<file path="src/rtl/l1_data_mem_responder.sv">
// Data-memory responder for the L1 D-cache: queues cache requests, issues them to a
// 64-bit byte-enabled memory port and returns one in-order response beat per request.
module l1_data_mem_responder #(
    parameter int P_REQ_DEPTH = 4,
    parameter int P_OUT_DEPTH = 8
) (
    input  logic        iCLOCK,
    input  logic        iRESET,
    input  logic        iDATA_REQ,
    output logic        oDATA_LOCK,
    input  logic [1:0]  iDATA_ORDER,
    input  logic        iDATA_RW,
    input  logic [13:0] iDATA_TID,
    input  logic [1:0]  iDATA_MMUMOD,
    input  logic [31:0] iDATA_PDT,
    input  logic [31:0] iDATA_ADDR,
    input  logic [31:0] iDATA_DATA,
    output logic        oDATA_VALID,
    output logic [63:0] oDATA_DATA,
    output logic        oMEM_REQ,
    input  logic        iMEM_BUSY,
    output logic        oMEM_RW,
    output logic [28:0] oMEM_ADDR,
    output logic [7:0]  oMEM_BE,
    output logic [63:0] oMEM_DATA,
    input  logic        iMEM_VALID,
    input  logic [63:0] iMEM_DATA,
    output logic        oERR_UNEXPECTED
);
    localparam int RAW = $clog2(P_REQ_DEPTH);
    localparam int OAW = $clog2(P_OUT_DEPTH);
    localparam logic [RAW:0] REQ_FULL = (RAW+1)'(P_REQ_DEPTH);
    localparam logic [OAW:0] OUT_MAX  = (OAW+1)'(P_OUT_DEPTH);

    typedef struct packed {
        logic [1:0]  order;
        logic        rw;
        logic [31:0] addr;
        logic [31:0] data;
    } req_t;

    req_t        req_mem_q [P_REQ_DEPTH];
    req_t        req_mem_d [P_REQ_DEPTH];
    logic        ord_mem_q [P_OUT_DEPTH];
    logic        ord_mem_d [P_OUT_DEPTH];
    logic [63:0] rd_mem_q  [P_OUT_DEPTH];
    logic [63:0] rd_mem_d  [P_OUT_DEPTH];

    logic [RAW-1:0] req_wr_q, req_wr_d, req_rd_q, req_rd_d;
    logic [RAW:0]   req_cnt_q, req_cnt_d;
    logic [OAW-1:0] ord_wr_q, ord_wr_d, ord_rd_q, ord_rd_d;
    logic [OAW-1:0] rd_wr_q, rd_wr_d, rd_rd_q, rd_rd_d;
    logic [OAW:0]   rd_cnt_q, rd_cnt_d;
    logic [OAW:0]   out_cnt_q, out_cnt_d, out_rd_q, out_rd_d;
    logic           valid_q, valid_d, err_q, err_d;
    logic [63:0]    data_q, data_d;

    req_t     head;
    logic     accept, issue, pop_wr, pop_rd, rd_push;
    logic [2:0] lane;

    // Sideband fields travel with the request on the cache side but the address is physical.
    logic unused_sideband;
    assign unused_sideband = ^{iDATA_TID, iDATA_MMUMOD, iDATA_PDT};

    assign head       = req_mem_q[req_rd_q];
    assign lane       = head.addr[2:0];
    assign oDATA_LOCK = (req_cnt_q == REQ_FULL);
    assign accept     = iDATA_REQ && !oDATA_LOCK;
    assign oMEM_REQ   = (req_cnt_q != '0) && (out_cnt_q < OUT_MAX);
    assign issue      = oMEM_REQ && !iMEM_BUSY;
    assign pop_wr     = (out_cnt_q != '0) && !ord_mem_q[ord_rd_q];
    assign pop_rd     = (out_cnt_q != '0) && ord_mem_q[ord_rd_q] && (rd_cnt_q != '0);
    assign rd_push    = iMEM_VALID && (out_rd_q != '0);

    assign oMEM_RW         = head.rw;
    assign oMEM_ADDR       = head.addr[31:3];
    assign oDATA_VALID     = valid_q;
    assign oDATA_DATA      = data_q;
    assign oERR_UNEXPECTED = err_q;

    always_comb begin
        oMEM_BE   = 8'h0F << {lane[2], 2'b00};
        oMEM_DATA = {2{head.data}};
        case (head.order)
            2'd0: begin
                oMEM_BE   = 8'h01 << lane;
                oMEM_DATA = {8{head.data[7:0]}};
            end
            2'd1: begin
                oMEM_BE   = 8'h03 << {lane[2:1], 1'b0};
                oMEM_DATA = {4{head.data[15:0]}};
            end
            default: ;
        endcase
        if (head.rw) begin
            oMEM_BE = 8'hFF;
        end
    end

    always_comb begin
        req_mem_d = req_mem_q;
        ord_mem_d = ord_mem_q;
        rd_mem_d  = rd_mem_q;
        req_wr_d  = req_wr_q;
        req_rd_d  = req_rd_q;
        req_cnt_d = req_cnt_q;
        ord_wr_d  = ord_wr_q;
        ord_rd_d  = ord_rd_q;
        rd_wr_d   = rd_wr_q;
        rd_rd_d   = rd_rd_q;
        rd_cnt_d  = rd_cnt_q;
        out_cnt_d = out_cnt_q;
        out_rd_d  = out_rd_q;
        valid_d   = pop_wr || pop_rd;
        data_d    = data_q;
        err_d     = err_q || (iMEM_VALID && (out_rd_q == '0));

        if (accept) begin
            req_mem_d[req_wr_q] = {iDATA_ORDER, iDATA_RW, iDATA_ADDR, iDATA_DATA};
            req_wr_d = req_wr_q + RAW'(1);
        end
        if (issue) begin
            req_rd_d = req_rd_q + RAW'(1);
            ord_mem_d[ord_wr_q] = head.rw;
            ord_wr_d = ord_wr_q + OAW'(1);
        end
        case ({accept, issue})
            2'b10:   req_cnt_d = req_cnt_q + (RAW+1)'(1);
            2'b01:   req_cnt_d = req_cnt_q - (RAW+1)'(1);
            default: ;
        endcase

        if (rd_push) begin
            rd_mem_d[rd_wr_q] = iMEM_DATA;
            rd_wr_d = rd_wr_q + OAW'(1);
        end
        if (pop_rd) begin
            rd_rd_d = rd_rd_q + OAW'(1);
        end
        case ({rd_push, pop_rd})
            2'b10:   rd_cnt_d = rd_cnt_q + (OAW+1)'(1);
            2'b01:   rd_cnt_d = rd_cnt_q - (OAW+1)'(1);
            default: ;
        endcase

        if (pop_wr || pop_rd) begin
            ord_rd_d = ord_rd_q + OAW'(1);
            data_d   = pop_rd ? rd_mem_q[rd_rd_q] : 64'd0;
        end
        case ({issue, pop_wr || pop_rd})
            2'b10:   out_cnt_d = out_cnt_q + (OAW+1)'(1);
            2'b01:   out_cnt_d = out_cnt_q - (OAW+1)'(1);
            default: ;
        endcase
        case ({issue && head.rw, pop_rd})
            2'b10:   out_rd_d = out_rd_q + (OAW+1)'(1);
            2'b01:   out_rd_d = out_rd_q - (OAW+1)'(1);
            default: ;
        endcase
    end

    // Storage arrays carry no reset; occupancy is tracked entirely by the counters.
    always_ff @(posedge iCLOCK) begin
        req_mem_q <= req_mem_d;
        ord_mem_q <= ord_mem_d;
        rd_mem_q  <= rd_mem_d;
    end

    always_ff @(posedge iCLOCK) begin
        if (iRESET) begin
            req_wr_q  <= '0;
            req_rd_q  <= '0;
            req_cnt_q <= '0;
            ord_wr_q  <= '0;
            ord_rd_q  <= '0;
            rd_wr_q   <= '0;
            rd_rd_q   <= '0;
            rd_cnt_q  <= '0;
            out_cnt_q <= '0;
            out_rd_q  <= '0;
            valid_q   <= 1'b0;
            data_q    <= '0;
            err_q     <= 1'b0;
        end else begin
            req_wr_q  <= req_wr_d;
            req_rd_q  <= req_rd_d;
            req_cnt_q <= req_cnt_d;
            ord_wr_q  <= ord_wr_d;
            ord_rd_q  <= ord_rd_d;
            rd_wr_q   <= rd_wr_d;
            rd_rd_q   <= rd_rd_d;
            rd_cnt_q  <= rd_cnt_d;
            out_cnt_q <= out_cnt_d;
            out_rd_q  <= out_rd_d;
            valid_q   <= valid_d;
            data_q    <= data_d;
            err_q     <= err_d;
        end
    end
endmodule

</file>
<file path="config.mk">
export PLATFORM = sky130hd
export DESIGN_NAME = l1_data_mem_responder
export DESIGN_NICKNAME = d
export VERILOG_FILES = /design/src/rtl/l1_data_mem_responder.sv
export SDC_FILE = /design/constraint.sdc
export NUM_CORES = 1
export LEC_CHECK = 0
export ABC_AREA = 1
export CORE_MARGIN = 2
export CORE_UTILIZATION = 27
export DETAILED_ROUTE_END_ITERATION = 10
export GPL_TIMING_DRIVEN = 0
export PLACE_DENSITY = 0.43
export SYNTH_ARGS = -nofsm -noshare
export SYNTH_HDL_FRONTEND = slang
export SYNTH_SLANG_ARGS = --single-unit
</file>
<file path="constraint.sdc">
create_clock -name iCLOCK -period 8.9 [get_ports iCLOCK]
set_input_delay 1.78 -clock iCLOCK [delete_from_list [all_inputs] [get_ports iCLOCK]]
set_output_delay 1.78 -clock iCLOCK [all_outputs]
set_load 0.02 [all_outputs]
</file>
# Word level (Yosys, flattened, before mapping)
# Index checks and enable logic that the tools add are counted.
dict set report classes {
  n_shift 3
  n_addsub 14
  n_lt_le_gt_ge 10
  bitwise 6
  eq_ne 10
  muxes 26
  reduce_logical 27
}
# op count
set op_table {}
lappend op_table {{512-bit bitwise mux} 1}
lappend op_table {{268-bit bitwise mux} 1}
lappend op_table {{64-bit two-way mux} 4}
lappend op_table {{67-bit two-way mux} 3}
lappend op_table {{64-bit binary-select mux with 3-bit select} 1}
lappend op_table {{64-bit demux with 3-bit select} 1}
lappend op_table {{67-bit binary-select mux with 2-bit select} 1}
lappend op_table {{67-bit demux with 2-bit select} 1}
lappend op_table {{64-bit one-hot mux with 2 select lines} 1}
lappend op_table {{4-bit one-hot mux with 2 select lines} 3}
lappend op_table {{4-bit greater-or-equal comparator, second input constant} 4}
lappend op_table {{3-bit inverter with 4-bit output} 4}
lappend op_table {{8-bit one-hot mux with 2 select lines} 1}
lappend op_table {{3-bit by 1-bit adder with 3-bit output, second input constant} 5}
lappend op_table {{4-bit by 1-bit adder with 4-bit output, second input constant} 3}
lappend op_table {{1-bit logical AND} 12}
lappend op_table {{4-bit nonzero test} 3}
lappend op_table {{4-bit by 1-bit subtractor with 4-bit output, second input constant} 3}
lappend op_table {{2-bit by 1-bit == test with 1-bit output, second input constant} 5}
lappend op_table {{8-bit bitwise mux} 1}
lappend op_table {{2-bit == test, second input constant} 4}
lappend op_table {{4-bit by 1-bit less-than comparator with 1-bit output, second input constant} 2}
lappend op_table {{8-bit two-way mux} 1}
lappend op_table {{2-bit nonzero test} 4}
lappend op_table {{other kinds (19)} 27}
dict set report word_totals {
  word_cells 141
  reg_bits 885
}

# Logic depth before layout (Yosys ltp)
# Gate-level depths: netlist (run 1).
dict set report depth {
  depth_word 9
  depth_mapped 19
  ltp_nobuf 18
}

# Worst setup path after synthesis (run 1)
# No wires, ideal clock.
dict set report synth_timing {
  path_type {input to register}
  from {in iDATA_REQ}
  to {reg req_mem_q[0] in the netlist's numbering (enable)}
  path_stages 4
  n_path_buf 0
  setup_ns 0.492
  path_slack_ns 3.531
  required_time_ns 8.408
  arrival_ns 4.877
  cell_sequence {inv_1 -> nor2_1 -> inv_1 -> nor2_1}
}
dict set report synth_between {
  elab_chain_len 1
}
# element line
set synth_lines {}
lappend synth_lines {{start: declaration} 9} ;# input logic iDATA_REQ,
lappend synth_lines {{1-bit logical AND} 69} ;# assign accept = iDATA_REQ && !oDATA_LOCK;
lappend synth_lines {{end signal: assignment} 165} ;# req_mem_q <= req_mem_d;
lappend synth_lines {{end: declaration} 42} ;# req_t req_mem_q [P_REQ_DEPTH];
# Every way passes these cells.
# A chain may end at the register's enable or synchronous reset.

# Worst setup path in the final report (run 1)
dict set report layout_timing {
  from {reg req_rd_q[0]}
  to {out oMEM_DATA[41]}
}
dict set report layout_between {
  elab_chain_len 6
  elab_cells_between_ends 7
  cone_classes {eq/ne (1); mux (4); bitwise (1); reduce/logical (1)}
}
# element line
set layout_lines {}
lappend layout_lines {{start: declaration} 49} ;# logic [RAW-1:0] req_wr_q, req_wr_d, req_rd_q, req_rd_d;
lappend layout_lines {{start signal: assignment} 187} ;# req_rd_q <= req_rd_d;
lappend layout_lines {{2-bit inverter with 3-bit output (not written as such) (*)} 66} ;# assign head = req_mem_q[req_rd_q];
lappend layout_lines {{67-bit binary-select mux with 2-bit select (*)} 66}
lappend layout_lines {{67-bit two-way mux (not written as such) (*) (2 in series)} 66}
lappend layout_lines {{2-bit by 1-bit == test with 1-bit output or 2-bit zero test (tied branches)} 85} ;# case (head.order)
lappend layout_lines {{64-bit one-hot mux with 2 select lines (*)} 85}
lappend layout_lines {{end: declaration} 25} ;# output logic [63:0] oMEM_DATA,
# Mark *: on every way between the ends. The rest lies on a longest branch, timed or not. The select of a mux whose other input is x is not followed.

==> results of run 1 <==
-- cells in the mapped netlist --
cell type / count
xnor2_1: 3
nand3_2: 2
a21oi_1: 96
buf_1: 13
buf_2: 69
nor2_1: 679
buf_4: 46
nand4_1: 4
buf_6: 1
edfxtp_1: 788
clkbuf_1: 80
a31oi_1: 5
fa_1: 2
nand3b_1: 5
o22ai_1: 60
o21ai_1: 10
nand3_1: 227
nand2_1: 290
xor2_1: 5
inv_2: 6
clkinv_1: 1
o21ai_0: 389
nand3_4: 1
o21a_1: 2
and2_1: 1
nor3_1: 1
ha_1: 18
dfxtp_1: 97
inv_1: 63
-- worst paths after layout --
| path | slack, ns | endpoint | cells past startpoint | from |
|---|---|---|---|---|
| worst max-delay path | 3.38 | oMEM_DATA[41] | 9 | req_rd_q[0]$_SDFFE_PP0P_ |
| worst max register to register | 5.91 | out_rd_q[2]$_SDFFE_PP0P_ | 14 | req_rd_q[0]$_SDFFE_PP0P_ |
| worst min register to register | 0.47 | oERR_UNEXPECTED$_SDFF_PP0_ | 1 | oERR_UNEXPECTED$_SDFF_PP0_ |
| worst min-delay path | 0.47 | oERR_UNEXPECTED$_SDFF_PP0_ | 1 | oERR_UNEXPECTED$_SDFF_PP0_ |
-- registers in the layout, indices dropped and copies added (netlist names), 2 cells and up --
signal and cells:
rd_cnt_q 4, ord_wr_q 3, out_cnt_q 4, req_wr_q 2, rd_mem_q 512, req_mem_q 268
rd_wr_q 3, ord_mem_q 8, ord_rd_q 3, out_rd_q 4, req_cnt_q 3, rd_rd_q 3
oDATA_DATA 64, req_rd_q 2
-- logic make-up after synthesis --
family,synth area share
AND/OR/NAND/NOR,0.139
flip-flops,0.731
AO/OA/AOI/OAI,0.0827
buffers and inverters,0.0375
adder cells (fa/ha/maj),0.00757
XOR/XNOR,0.00200
-- cell type report --
cell class	instances	area, µm²
fill	12987	84700
buffer	209	1050
clock inverter	41	414
inverter	70	263
clock buffer	150	2930
sequential	885	25600
timing repair buffer	337	3750
multi-input combinational	1800	8210
tap	1742	2180
antenna	7	17.5
-- power breakdown --
part	switching [mW]	internal, mW
logic	3.09	1.67
clock network	1.74	2.41
registers	0.171	4.94
total	5.00	9.02
-- placed cells by master (no fill, tap or decap), drive strengths merged, types with 4 or more instances in the layout --
cell type	count
nand3b	5
a31oi	5
xor2	5
inv	71
bufinv	4
edfxtp	788
nand3	230
clkinv	35
dfxtp	97
nand2	290
nor2	679
o21ai	399
nand4	4
ha	18
clkdlybuf4s50	305
buf	161
clkbuf	230
a21oi	96
o22ai	60
diode	7
-- routing by layer --
layer | share of wire | routed length, µm | vias to the layer above | track usage
met5 | 0.00092 | 104 | - | 0
met4 | 0.021 | 2440 | 16 | 0.0476
met3 | 0.059 | 6650 | 153 | 0.0308
met2 | 0.47 | 52900 | 686 | 0.270
met1 | 0.45 | 51300 | 11681 | 0.229
li1 | - | - | 11336 | -
-- worst register-to-register path, stage by stage, from the launching register on --
cell	delay, ns
dfxtp_1	0.38
buf_4	0.21
buf_4	0.18
buf_2	0.21
o21ai_0	0.20
nand2_1	0.17
inv_1	0.33
nand2_1	0.17
ha_1	0.26
xor2_1	0.18
ha_1	0.19
a21oi_1	0.15
xnor2_1	0.08
o21ai_0	0.15
inv_1	0.05
==> flow_summary.json, run 1 <==
{
  "status": "finished clean",
  "dieArea_mm2": 0.133,
  "grt_setup_unrepaired": "false",
  "grt_max_degree": 28,
  "crit_path_max_fanout": 10,
  "clkSinkCount": 885,
  "synth_warnings": 0,
  "synth-seq-cells": 885,
  "finalInstanceArea_mm2": 0.0444,
  "crit_buf_inv": 5,
  "postRouteAntennaNets": 0,
  "fin_crit_sh": 0.621,
  "avgRoutedWirePerCell_um": 21.6,
  "grt_use_total": 0.167,
  "grt_pass1_wl_um": 163000,
  "required_ns": 7.12,
  "p_per_area_mw_per_mm2": 316,
  "port-buffer-count": 305,
  "arrival_ns": 3.74,
  "clock-root-buffer": "clkbuf_16",
  "synth_top_area_cell": "edfxtp_1",
  "overflow": 0,
  "postSynthCellCount": 2964,
  "cts_setup_buffers": 0,
  "fp-row-count": 132,
  "final_core_util": 0.344,
  "clock_path_buffers": 3,
  "area_growth_pct": 26.8,
  "ir_worst_vdd_mv": 0.184,
  "syn_area_mm2": 0.0350,
  "die_w_um": 364,
  "clk_latency_ns": 0.70,
  "synth_cell_types": 29,
  "cts_tree": "built",
  "synth.area.top_cells": "edfxtp_1 (68%), nor2_1 (7.3%), o21ai_0 (5.6%)",
  "drtPass1Iterations": 5,
  "antenna_found_initial": 21,
  "maxSlewHeadroom": 0.345,
  "cp-end-kind": "output pin",
  "stdcell_count": 5241,
  "die_y_um": 364,
  "fp.coreArea_mm2": 0.129,
  "cap_viol_max_count": 0,
  "setup_viol": 0,
  "tightest_slew_ns": 0.983,
  "max_stage_delay_ns": 0.77,
  "ys_seq_area_frac": 0.731,
  "hold_buffers": 0,
  "final.min_clock_period_ns": 5.52,
  "nNetsFinal": 3609,
  "power.leakage_nw": 15.3,
  "critical_path_class": "flop to output pin",
  "routed_via_density": 4.55,
  "setup_slack_ns": 3.38,
  "synth_top_area_share": 0.675,
  "cts_resized": 0,
  "layout-drive-gt1-share": 0.0922,
  "slowest_stage": "o22ai_1",
  "cp-start-kind": "flop",
  "finalSetupTns_ns": 0,
  "cp_cell_sequence": "buf_4, buf_4, buf_2, o21ai_0, o22ai_1, nand2_1, nand2_1, buf_4, clkdlybuf4s50_1",
  "clock.fmax_mhz": 181,
  "grt_pass1_vias": 23166,
  "cts.clk_slew.worst_paths_ns": 0.06,
  "start_util": 0.271,
  "syn-num-nets": 3168,
  "cpLargestDelayFamily": "buffers and inverters",
  "drt_iter0_drc": 2010,
  "via_count": 23872,
  "timing.hold.ws_ns": 0.472,
  "hp-class": "flop to flop",
  "gp_congestion": 0.745,
  "cts-htree-levels": 3,
  "numCtsBuffers": 102,
  "wl_um": 113000,
  "preCtsSetupSlack_ns": 3.91,
  "power.total_mw": 14.0,
  "drv_slew": 0,
  "placed_cell_area_mm2": 0.0411,
  "drc": 0,
  "hold_viol_final": 0,
  "post-dp-hpwl_um": 75000,
  "synth_area_per_cell_um2": 11.8,
  "placedCellCount": 5043,
  "finalClockSkew_ns": 0.0543,
  "pin_count": 354,
  "cpMostUsedCell": "buf_4"
}
No activity file was read; power rests on OpenSTA's default activity.
==> run 2, diff against run 1 <==
==> constraint.sdc (replaced) <==
create_clock -name iCLOCK -period 5.7 [get_ports iCLOCK]
set_input_delay 1.14 -clock iCLOCK [delete_from_list [all_inputs] [get_ports iCLOCK]]
set_output_delay 1.14 -clock iCLOCK [all_outputs]
set_load 0.02 [all_outputs]
==> results of run 2 <==
Same layout as run 1 (identical final DEF). Status: finished clean.
Among the figures that moved: setup slack after placement 3.91 ns -> 1.35 ns; setup slack after layout 3.38 ns -> 0.817 ns; register-to-register setup slack 5.91 ns -> 2.71 ns; total power 14.0 mW -> 21.9 mW; worst IR drop on VDD 0.184 mV -> 0.287 mV
==> run 3, diff against run 2 <==
--- a/config.mk
+++ b/config.mk
@@ -10,7 +10,7 @@
 export CORE_UTILIZATION = 27
 export DETAILED_ROUTE_END_ITERATION = 10
 export GPL_TIMING_DRIVEN = 0
-export PLACE_DENSITY = 0.43
+export PLACE_DENSITY = 0.44
 export SYNTH_ARGS = -nofsm -noshare
 export SYNTH_HDL_FRONTEND = slang
 export SYNTH_SLANG_ARGS = --single-unit
==> constraint.sdc (replaced) <==
create_clock -name iCLOCK -period 4.1 [get_ports iCLOCK]
set_input_delay 0.82 -clock iCLOCK [delete_from_list [all_inputs] [get_ports iCLOCK]]
set_output_delay 0.82 -clock iCLOCK [all_outputs]
set_load 0.02 [all_outputs]
==> run 3 against run 2 <==
Sequential power is 39% higher. Core utilization is 0.089 points higher. Non-clock buffer count is 10 higher. Setup slack worse by 0.66 ns. Critical path depth is 1 higher. Design area is 0.26% higher. Count of clock-buffer cells in the layout is 13 lower. Register-to-register slack worse by 1.7 ns. Via count is 0.19% lower. Combinational power is 43% higher. Sequential share of layout area is 0.15 points lower. Total power is 38% higher. Largest power group unchanged.
==> flow_summary.json, run 3 (synthesized netlist as in run 1, its figures left out) <==
{
  "fp-row-count": 132,
  "regMostFlops": "rd_mem_q",
  "p_per_area_mw_per_mm2": 680,
  "nNetsFinal": 3616,
  "postRouteAntennaNets": 0,
  "slowest_stage": "clkdlybuf4s50_1",
  "status": "finished clean",
  "crit_buf_inv": 6,
  "cpMostUsedCell": "buf_4",
  "start_util": 0.271,
  "max_stage_delay_ns": 0.59,
  "clock-root-buffer": "clkbuf_16",
  "timing.hold.ws_ns": 0.459,
  "cap_viol_max_count": 0,
  "critical_path_class": "flop to output pin",
  "cp-end-kind": "output pin",
  "final.min_clock_period_ns": 3.95,
  "crit_path_max_fanout": 10,
  "clkSinkCount": 885,
  "area_growth_pct": 27.1,
  "mostFrequentLayoutCell": "edfxtp_1",
  "fillers": 12922,
  "wl_um": 113000,
  "largest_register_ffs": 512,
  "final_cell_mix": "edfxtp_1 (788), nor2_1 (665), o21ai_0 (389)",
  "clk_latency_ns": 0.70,
  "dieArea_mm2": 0.133,
  "grt_max_degree": 26,
  "setup_viol": 0,
  "grt_pass1_vias": 23333,
  "cp_cell_sequence": "buf_4, buf_4, buf_4, buf_6, nor2_1, o22ai_1, nand2_1, nand2_2, buf_4, clkdlybuf4s50_1",
  "drc": 0,
  "routed-wl-met2_um": 53900,
  "drt_iter0_drc": 1640,
  "finalClockSkew_ns": 0.0578,
  "numCtsBuffers": 99,
  "fin_crit_sh": 0.963,
  "arrival_ns": 3.13,
  "avgRoutedWirePerCell_um": 21.6,
  "port-buffer-count": 305,
  "die_y_um": 364,
  "wl_met3_um": 5640,
  "cts-htree-levels": 3,
  "ir_worst_vdd_mv": 0.366,
  "layout.area.seq_mm2": 0.0256,
  "drtPass1Iterations": 7,
  "post-dp-hpwl_um": 75700,
  "grt_use_total": 0.167,
  "required_ns": 3.28,
  "clock_path_buffers": 3,
  "cpLargestDelayFamily": "buffers and inverters",
  "gp_congestion": 0.749,
  "multi_input_area_mm2": 0.00831,
  "hold_viol_final": 0,
  "tightest_slew_ns": 0.936,
  "pin_count": 354,
  "hp-class": "flop to flop",
  "grt_pass1_wl_um": 162000,
  "cp-start-kind": "flop",
  "maxSlewHeadroom": 0.374,
  "overflow": 0,
  "highest_layer": "met5",
  "layout-drive-gt1-share": 0.104,
  "clock.fmax_mhz": 253,
  "power.leakage_nw": 15.5,
  "via_count": 23827,
  "power.total_mw": 30.3,
  "fp.coreArea_mm2": 0.129,
  "die_w_um": 364,
  "antenna_found_initial": 19,
  "grt_setup_unrepaired": "false",
  "cts.clk_slew.worst_paths_ns": 0.06,
  "wl_met1_um": 50800,
  "drv_slew": 0,
  "cts_tree": "built",
  "routed_via_density": 4.55
}
## run 3: changes by cell type in the layout (fill, tap and decap cells not counted), moves of 6 or more
cell	delta
clkbuf_2	+19
clkbuf_1	-26
dlymetal6s2s_1	+12
clkdlybuf4s50_1	-14
o22ai_1	-10
clkbuf_4	+6
clkinv_1	+7
buf_4	+12
o22ai_2	+8
## run 3: metal layers
metal,GRT usage,vias to the layer above
li1,-,11336
met1,0.222,11740
met2,0.279,555
met3,0.0317,174
met4,0.0452,22
met5,0,-
## run 3: metrics by stage
stage                     worst slack [ns]  setup TNS [ns]  instance area (µm²)  cells   util
after CTS                         -0.00209        -0.00209                44500   5235  0.344
after detailed placement             0.110               0                41100   5044  0.318
after global placement               -3.70        -1878.11                40300   5011  0.312
final                                0.153               0                44500   5239  0.345
after global routing               0.00467               0                44500   5238  0.345
after floorplan                     -0.309          -82.91                35100   2964      -
## run 3: timing repair
item / 4_1_cts / 5_1_grt
gates resized for setup: 42 / 33
pin swaps: 7 / 4
hold buffers: 0 / 0
setup endpoints to repair: 85 / 49
setup buffers: 8 / 1
## run 3: final timing paths
path / depth (start not counted) / startpoint / slack (ns) / to
worst max-delay path: 10 / req_rd_q[0]$_SDFFE_PP0P_ / 0.15 / oMEM_DATA[52]
worst min-delay path: 1 / oERR_UNEXPECTED$_SDFF_PP0_ / 0.46 / oERR_UNEXPECTED$_SDFF_PP0_
worst max register to register: 14 / ord_rd_q[0]$_SDFFE_PP0N_ / 0.97 / out_rd_q[2]$_SDFFE_PP0P_
worst min register to register: 1 / oERR_UNEXPECTED$_SDFF_PP0_ / 0.46 / oERR_UNEXPECTED$_SDFF_PP0_
## run 3: power breakdown
group | switching, mW | internal [mW]
Combinational | 6.86 | 3.71
Sequential | 0.340 | 10.7
Clock | 3.74 | 4.93
## run 3: cell type report
class | instances | area share
Antenna cell | 3 | 0.000169
Sequential cell | 885 | 0.575
Tap cell | 1742 | 0.0489
Clock inverter | 46 | 0.00924
Timing Repair Buffer | 347 | 0.0870
Clock buffer | 137 | 0.0622
Multi-Input combinational cell | 1800 | 0.187
Inverter | 70 | 0.00590
Buffer | 209 | 0.0249
